## config.mk

```make
export PLATFORM = sky130hd
export DESIGN_NAME = cpu_clock_controller_flat
export DESIGN_NICKNAME = d
export VERILOG_FILES = /design/src/rtl/cpu_clock_controller_if.sv /design/src/rtl/cpu_clock_controller.sv /design/src/flat_wrapper.sv
export SDC_FILE = /design/constraint.sdc
export NUM_CORES = 1
export LEC_CHECK = 0
export BUFFER_PORTS_ARGS = -buffer_cell sky130_fd_sc_hd__buf_2
export CAP_MARGIN = 20
export CELL_PAD_IN_SITES_DETAIL_PLACEMENT = 2
export CELL_PAD_IN_SITES_GLOBAL_PLACEMENT = 2
export CORE_UTILIZATION = 30
export DETAILED_ROUTE_END_ITERATION = 8
export PLACE_DENSITY = 0.67
export SYNTH_ARGS = -nofsm -noshare
export SYNTH_HDL_FRONTEND = slang
export SYNTH_SLANG_ARGS = --single-unit
```

## constraint.sdc

```tcl
create_clock -name clkin -period 2.98 [get_ports clkin]
set_clock_uncertainty 0.1 [all_clocks]
set_input_delay 0 -clock clkin [delete_from_list [all_inputs] [get_ports clkin]]
set_output_delay 0 -clock clkin [all_outputs]
set_load 0.02 [all_outputs]
```

## src/rtl/cpu_clock_controller_if.sv

```systemverilog
// Front-panel/debug request and CPU clock-enable bundle for cpu_clock_controller.
// Optional CLK_CTRL_CYCLE_CNT_EN adds cnt_clr and cpu_cycles.
interface cpu_clock_controller_if #(
    parameter int unsigned CNT_W = 32
);
    logic             run_req;
    logic             halt_req;
    logic             step_req;
    logic             cpu_halted;
    logic             cfg_wr;
    logic [CNT_W-1:0] cfg_div;
    logic             cpu_ce;
    logic             running;
    logic             step_busy;
`ifdef CLK_CTRL_CYCLE_CNT_EN
    logic             cnt_clr;
    logic [31:0]      cpu_cycles;

    modport master (
        output run_req, halt_req, step_req, cpu_halted, cfg_wr, cfg_div, cnt_clr,
        input  cpu_ce, running, step_busy, cpu_cycles
    );
    modport slave (
        input  run_req, halt_req, step_req, cpu_halted, cfg_wr, cfg_div, cnt_clr,
        output cpu_ce, running, step_busy, cpu_cycles
    );
`else
    modport master (
        output run_req, halt_req, step_req, cpu_halted, cfg_wr, cfg_div,
        input  cpu_ce, running, step_busy
    );
    modport slave (
        input  run_req, halt_req, step_req, cpu_halted, cfg_wr, cfg_div,
        output cpu_ce, running, step_busy
    );
`endif
endinterface

```

## src/rtl/cpu_clock_controller.sv

```systemverilog
// Run/halt/single-step sequencer issuing divided one-cycle clock enables to the CPU.
// Optional CLK_CTRL_CYCLE_CNT_EN adds a 32-bit cpu_ce pulse counter with clear.
module cpu_clock_controller #(
    parameter int unsigned IN_CLK_FRQ  = 1000000,
    parameter int unsigned DEFAULT_FRQ = 10,
    parameter int unsigned CNT_W       = 32
) (
    input  logic                    clkin,
    input  logic                    reset,
    cpu_clock_controller_if.slave   bus
);
    localparam logic [CNT_W-1:0] DEFAULT_DIV = CNT_W'(IN_CLK_FRQ / DEFAULT_FRQ - 1);

    typedef enum logic [1:0] {
        ST_IDLE = 2'd0,
        ST_RUN  = 2'd1,
        ST_STEP = 2'd2
    } state_e;

    state_e           state_q;
    logic [CNT_W-1:0] cnt_q, cnt_d;
    logic [CNT_W-1:0] div_q;
    logic             run_prev_q, halt_prev_q, step_prev_q;
    logic             cpu_ce_q, running_q, step_busy_q;

    logic run_edge, halt_edge, step_edge;
    logic stop, cnt_hit, tick, enter;

    always_comb begin
        run_edge  = bus.run_req  & ~run_prev_q;
        halt_edge = bus.halt_req & ~halt_prev_q;
        step_edge = bus.step_req & ~step_prev_q;
        stop      = halt_edge | bus.cpu_halted;
        cnt_hit   = (cnt_q == div_q);
        // A divider reload suppresses the tick even if the old compare matched
        tick      = cnt_hit & ~bus.cfg_wr;
        enter     = (state_q == ST_IDLE) & ~stop & (run_edge | step_edge);
        cnt_d     = cnt_q + CNT_W'(1);
        if (bus.cfg_wr || enter || cnt_hit) begin
            cnt_d = '0;
        end
    end

    always_ff @(posedge clkin) begin
        if (!reset) begin
            state_q     <= ST_IDLE;
            cnt_q       <= '0;
            div_q       <= DEFAULT_DIV;
            run_prev_q  <= 1'b1;
            halt_prev_q <= 1'b1;
            step_prev_q <= 1'b1;
            cpu_ce_q    <= 1'b0;
            running_q   <= 1'b0;
            step_busy_q <= 1'b0;
        end else begin
            run_prev_q  <= bus.run_req;
            halt_prev_q <= bus.halt_req;
            step_prev_q <= bus.step_req;
            cnt_q       <= cnt_d;
            cpu_ce_q    <= 1'b0;
            if (bus.cfg_wr) begin
                div_q <= bus.cfg_div;
            end
            case (state_q)
                ST_IDLE: begin
                    if (!stop && run_edge) begin
                        state_q   <= ST_RUN;
                        running_q <= 1'b1;
                    end else if (!stop && step_edge) begin
                        state_q     <= ST_STEP;
                        step_busy_q <= 1'b1;
                    end
                end
                ST_RUN: begin
                    if (stop) begin
                        state_q   <= ST_IDLE;
                        running_q <= 1'b0;
                    end else begin
                        cpu_ce_q <= tick;
                    end
                end
                ST_STEP: begin
                    if (stop) begin
                        state_q     <= ST_IDLE;
                        step_busy_q <= 1'b0;
                    end else if (tick) begin
                        cpu_ce_q    <= 1'b1;
                        state_q     <= ST_IDLE;
                        step_busy_q <= 1'b0;
                    end
                end
                default: begin
                    state_q     <= ST_IDLE;
                    running_q   <= 1'b0;
                    step_busy_q <= 1'b0;
                end
            endcase
        end
    end

    assign bus.cpu_ce    = cpu_ce_q;
    assign bus.running   = running_q;
    assign bus.step_busy = step_busy_q;

`ifdef CLK_CTRL_CYCLE_CNT_EN
    logic [31:0] cycles_q;

    // Clear wins over a same-cycle increment
    always_ff @(posedge clkin) begin
        if (!reset) begin
            cycles_q <= '0;
        end else if (bus.cnt_clr) begin
            cycles_q <= '0;
        end else if (cpu_ce_q) begin
            cycles_q <= cycles_q + 32'd1;
        end
    end

    assign bus.cpu_cycles = cycles_q;
`endif
endmodule

```

## src/flat_wrapper.sv

```systemverilog
// flat-port wrapper written by rule: the top's interface ports become plain ports
module cpu_clock_controller_flat 
#(
    parameter int unsigned IN_CLK_FRQ  = 1000000,
    parameter int unsigned DEFAULT_FRQ = 10,
    parameter int unsigned CNT_W       = 32
)
  (clkin, reset, bus_run_req, bus_halt_req, bus_step_req, bus_cpu_halted, bus_cfg_wr, bus_cfg_div, bus_cpu_ce, bus_running, bus_step_busy);
  cpu_clock_controller_if #(.CNT_W(CNT_W)) bus_i ();
  input  logic clkin;
  input  logic reset;
  input wire logic [$bits(bus_i.run_req)-1:0] bus_run_req;
  input wire logic [$bits(bus_i.halt_req)-1:0] bus_halt_req;
  input wire logic [$bits(bus_i.step_req)-1:0] bus_step_req;
  input wire logic [$bits(bus_i.cpu_halted)-1:0] bus_cpu_halted;
  input wire logic [$bits(bus_i.cfg_wr)-1:0] bus_cfg_wr;
  input wire logic [$bits(bus_i.cfg_div)-1:0] bus_cfg_div;
  output wire logic [$bits(bus_i.cpu_ce)-1:0] bus_cpu_ce;
  output wire logic [$bits(bus_i.running)-1:0] bus_running;
  output wire logic [$bits(bus_i.step_busy)-1:0] bus_step_busy;
  assign bus_i.run_req = bus_run_req;
  assign bus_i.halt_req = bus_halt_req;
  assign bus_i.step_req = bus_step_req;
  assign bus_i.cpu_halted = bus_cpu_halted;
  assign bus_i.cfg_wr = bus_cfg_wr;
  assign bus_i.cfg_div = bus_cfg_div;
  assign bus_cpu_ce = bus_i.cpu_ce;
  assign bus_running = bus_i.running;
  assign bus_step_busy = bus_i.step_busy;
  cpu_clock_controller #(.IN_CLK_FRQ(IN_CLK_FRQ), .DEFAULT_FRQ(DEFAULT_FRQ), .CNT_W(CNT_W)) u_core (.clkin(clkin), .reset(reset), .bus(bus_i));
endmodule
```

# Yosys cells after proc, flatten, opt, wreduce, memory -nomap -nowiden
# Cells that the tools add are included.
dict set report classes {
  muxes 18
  eq_ne 9
  n_bitwise 16
  reduce_logical 10
  addsub 1
}
# cell count
set op_table {}
lappend op_table {{$add 32x1->32 const B} 1}
lappend op_table {{$eq 32x32->1} 1}
lappend op_table {{$mux 2} 5}
lappend op_table {{$mux 1} 9}
lappend op_table {{$not 1->1} 8}
lappend op_table {{$and 1x1->1} 6}
lappend op_table {{$ne 2x2->1 const B} 3}
lappend op_table {{$pmux 1 s3} 2}
lappend op_table {{$pmux 2 s3} 1}
lappend op_table {{$reduce_and 3->1} 2}
lappend op_table {{$reduce_and 4->1} 1}
lappend op_table {{$ne 3x1->1 const B} 1}
lappend op_table {{$ne 3x3->1 const B} 1}
lappend op_table {{$eq 2x1->1 const B} 1}
lappend op_table {{$eq 2x2->1 const B} 1}
lappend op_table {{$logic_and 1x1->1} 2}
lappend op_table {{$logic_not 2->1} 1}
lappend op_table {{$logic_or 1x1->1} 2}
lappend op_table {{$ne 2x1->1 const B} 1}
lappend op_table {{$or 1x1->1} 2}
lappend op_table {{$pmux 1 s2} 1}
lappend op_table {{$reduce_or 2->1} 1}
lappend op_table {{$logic_not 1->1} 1}
dict set report word_totals {
  ff_bits 72
  inputBits 39
  out_inout_bits 3
}

# Longest topological paths before layout
dict set report depth {
  depth_word 9
  depth_mapped 8
}

# Worst setup path before layout
# No wires, ideal clock.
dict set report synth_timing {
  path_type {flip-flop to flip-flop}
  from {reg u_core.cnt_q[0]}
  to {reg u_core.cnt_q[24]}
  synth_period_minus_slack_ps 1865
  arrival_time_ps 1650
  path_slack_ps 1115
  path_stages_with_launch 8
  setup_ps 115
  n_path_buf 0
  path_cell_list {dfxtp_1 > ha_1 > nand4_2 > nor4_4 > nand3_2 > nor2_1 > xnor2_1 > nor2_1}
}
dict set report synth_via {
  elab_chain_len 3
  elab_cells_between_ends 4
  cone_classes {add/sub (1); eq/ne (1); reduce/logical (2)}
}
# element line
set synth_rtl {}
lappend synth_rtl {{start: declaration} cpu_clock_controller.sv:21} ;# logic [CNT_W-1:0] cnt_q, cnt_d;
lappend synth_rtl {{start signal: assignment} cpu_clock_controller.sv:59} ;# cnt_q <= cnt_d;
lappend synth_rtl {{parallel branches: the longest is 3 deep, another holds $add 32x1->32} -}
# Several ways; the timed one is not identified.
# A chain may end at the register's enable or synchronous reset.

# Worst setup path in the final report
dict set report layout_timing {
  from {reg u_core.cnt_q[14]}
  to {reg u_core.cnt_q[27]}
}
# Same word-level chain as after synthesis.

==> results.md <==
* Outcome: complete, no violations
* Nets at 488
* FF+latch count, synth at 72
* Core area at 10,800 µm²
* Initial Utilization at 30.7%
* Pleak at 1.86 nW
* Io pins at 42
* Hold Path Origin: bus_cfg_wr
* Top-count cell post-synth: dfxtp_1
* Buffer and inverter count on the worst path at 1
* Drt first pass iters at 4
* Pin count of the biggest net entering global routing at 33
* CTS Sinks at 72
* Min-Delay Endpoint: u_core.div_q[11]
* Worst R2R Setup Slack at 0.48 ns
* Cells after Synth at 352
* DRT Wirelength at 9.25 mm
* Post-Syn Area per Cell at 9.42 µm²
* Worst slew pin tran at 0.663 ns
* Synthesis-to-layout area growth at 32.3%
* RSZ-0062 raised after global routing: no
* GPL Wtd Cong at 0.739
* Min setup slack post-route at 0.481 ns
* Tcrit/Tclk final at 83.9%
* Top cells by count, synth: dfxtp_1 (72), nor2_1 (64), xor2_1 (47)
* Worst Setup End Kind: flop
* Global-route wire length before repair at 15.4 mm
* H-tree levels at 3
* DP HPWL at 6.31 mm
* # fillers at 1,189
* Worst-Skew Late Latency at 0.37 ns
* Clock buffer depth at 2
* Reg2Reg Capture Point: u_core.cnt_q[27]
* Worst hold stages at 3
* Initial antenna violation count at 0
* Die area at 11,500 µm²
* Finished Layout Cells at 590
* Mapped Area at 3310 µm²
* # DRC at 0
* Reg2reg start: u_core.cnt_q[14]
* Total Negative Setup Slacks at 0 ns
* CP Cell Sequence: xor2_1 -> nor4_1 -> nand4_1 -> nor2_1 -> a2111o_1 -> buf_4 -> nor2_1
* Share of layout cells above drive strength 1 at 15.3%
* Area contributors post-synth: dfxtp_1 (43%), xor2_1 (12%), mux2i_1 (10%)
* Clock transition at path regs at 0.08 ns
* Post-synth EDFFs at 0
* Placement Setup Slack at 0.563 ns
* Final Core Density at 40.6%
* Max Fclk at 0.400 GHz
* Worst-path fanout max at 32
* Relative slew slack at 55.4%
* Yosys cell types at 39
* Grt ovf at 0
* Vias per cell at 4.68
* Die W at 107 µm
* Gr usage total at 18.0%
* CTS tree: built
* CP required at 3.12 ns
* CP most frequent cell: nor2_1
* Synth area leader: dfxtp_1
* Post-synth top area share at 43.5%
* Max-cap viol count at 0
* Row cnt at 38
* Num CTS Buffers at 9
* Fin. max-slew vios at 0
* Sequential area share after synthesis at 43.5%
* ANT nets after route at 0
* Hold Path Class: in2reg
* Via count at 2,763
* Final hold viol count at 0
* Placed cells at 523
* CP max-delay cell: nor4_1
* Input/output buffers at 41
* Setup Fix Bufs, Post-CTS at 0
* Register Area at 1440 µm²
* Multi-input logic area at 1750 µm²
* 1st-iter DRT viols at 54
* Number of global-route vias before repair at 3,043
* Worst-case reg-to-reg path depth at 7
* Syn Nets at 395
* IR drop worst, VDD at 195 µV
* Delay-heaviest family, CP: simple AND/OR/NAND/NOR gates
* Syn. warnings at 0
* WP data arrival at 2.64 ns
* CTS Root Cell: clkbuf_8
* Number of diodes at 0
* Post-synth top flop: dfxtp_1
* Power Density at 489 nW/µm²
* Die Span Y at 107 µm
* Critical Path Max Stage Delay at 0.62 ns
* CP Launch Type: flop
* Ys async rst share at 0%
* Period minus WS final at 2.50 ns
* DR WL/cell at 15.7 µm
* Final setup vio count at 0
* Critical path class: reg2reg
## cells in the final DEF, fill, tap and decap left out, drive strengths merged, types with 2 or more instances in the layout
cell,instances
a21oi,4
and2,3
and3,2
and4,3
buf,45
bufinv,2
clkbuf,14
dfxtp,72
dlygate4sd3,51
ha,4
inv,11
mux2i,33
nand2,27
nand2b,2
nand3,13
nand3b,2
nand4,12
nor2,64
nor3,3
nor4,11
xnor2,15
xor2,47
## report_power, final
part / switching, W / internal [W]
Clock: 0.000382 / 0.000542
Sequential: 0.0000244 / 0.000992
Combinational: 0.0000915 / 0.000112
## worst min-delay path: stages
cell	delay, ns
buf_2	0.24
mux2i_1	0.17
nor2_1	0.07
## what timing repair did
action                                 CTS  global route
resized for setup                        0             0
hold buffers                            51             0
endpoints found under the hold margin   38             0
## logic make-up (layout without fill, tap and decap cells)
| kind of cell | Yosys count | in the layout | synth area share, % |
|---|---|---|---|
| AND/OR/NAND/NOR | 144 | 144 | 22.1 |
| XOR/XNOR | 62 | 62 | 16.4 |
| multiplexers | 33 | 33 | 9.97 |
| adder cells (fa/ha/maj) | 4 | 4 | 1.51 |
| AO/OA/AOI/OAI | 11 | 11 | 2.72 |
| flip-flops | 72 | 72 | 43.5 |
| buffers and inverters | 26 | 124 | 3.85 |
## flip-flops by register name (all words and copies together), names as in the netlist
register / count
u_core.bus.step_busy: 1
u_core.halt_prev_q: 1
u_core.cnt_q: 32
u_core.bus.running: 1
u_core.div_q: 32
u_core.bus.cpu_ce: 1
u_core.state_q: 2
u_core.step_prev_q: 1
u_core.run_prev_q: 1
## how the worst max path moves through the flow
stage / start / endpoint / slack (ns) / cells after the start
2_1_floorplan: u_core.cnt_q[0] / u_core.cnt_q[24] / 1.11 / 7
3_3_place_gp: u_core.cnt_q[14] / u_core.cnt_q[28] / 0.62 / 7
3_5_place_dp: u_core.cnt_q[14] / u_core.cnt_q[22] / 0.56 / 7
4_1_cts: u_core.cnt_q[14] / u_core.cnt_q[27] / 0.53 / 7
5_1_grt: u_core.cnt_q[29] / u_core.cnt_q[15] / 0.30 / 7
6_report: u_core.cnt_q[14] / u_core.cnt_q[27] / 0.48 / 7
## routing by layer
| layer | vias to the layer above | global-route usage (%) | wire [µm] | part of all wire (%) |
|---|---|---|---|---|
| li1 | 1356 | - | - | - |
| met1 | 1353 | 22.0 | 4400 | 48 |
| met2 | 40 | 30.6 | 4440 | 48 |
| met3 | 14 | 3.34 | 227 | 2.5 |
| met4 | 0 | 8.22 | 187 | 2.0 |
| met5 | - | 0 | 0 | 0 |
## stage by stage
| step | power [W] | cell area, µm² | hold slack, ns |
|---|---|---|---|
| after detailed placement | 0.00119 | 3640 | 0.115 |
| final | 0.00214 | 4390 | 0.0484 |
| after floorplan | 0.00113 | 3310 | -0.00347 |
| after CTS | 0.00218 | 4390 | 0.0442 |
| after global routing | 0.00225 | 4390 | 0.0733 |
| after global placement | 0.00119 | 3640 | 0.106 |
## layout make-up
| cell class | instances | area share (%) |
|---|---|---|
| clock buffer | 14 | 3.94 |
| clock inverter | 2 | 1.37 |
| inverter | 12 | 1.03 |
| multi-input combinational | 254 | 39.8 |
| sequential | 72 | 32.9 |
| tap | 140 | 3.99 |
| timing repair buffer | 96 | 17.0 |
Note: power is estimated with default switching activity, not from simulation.
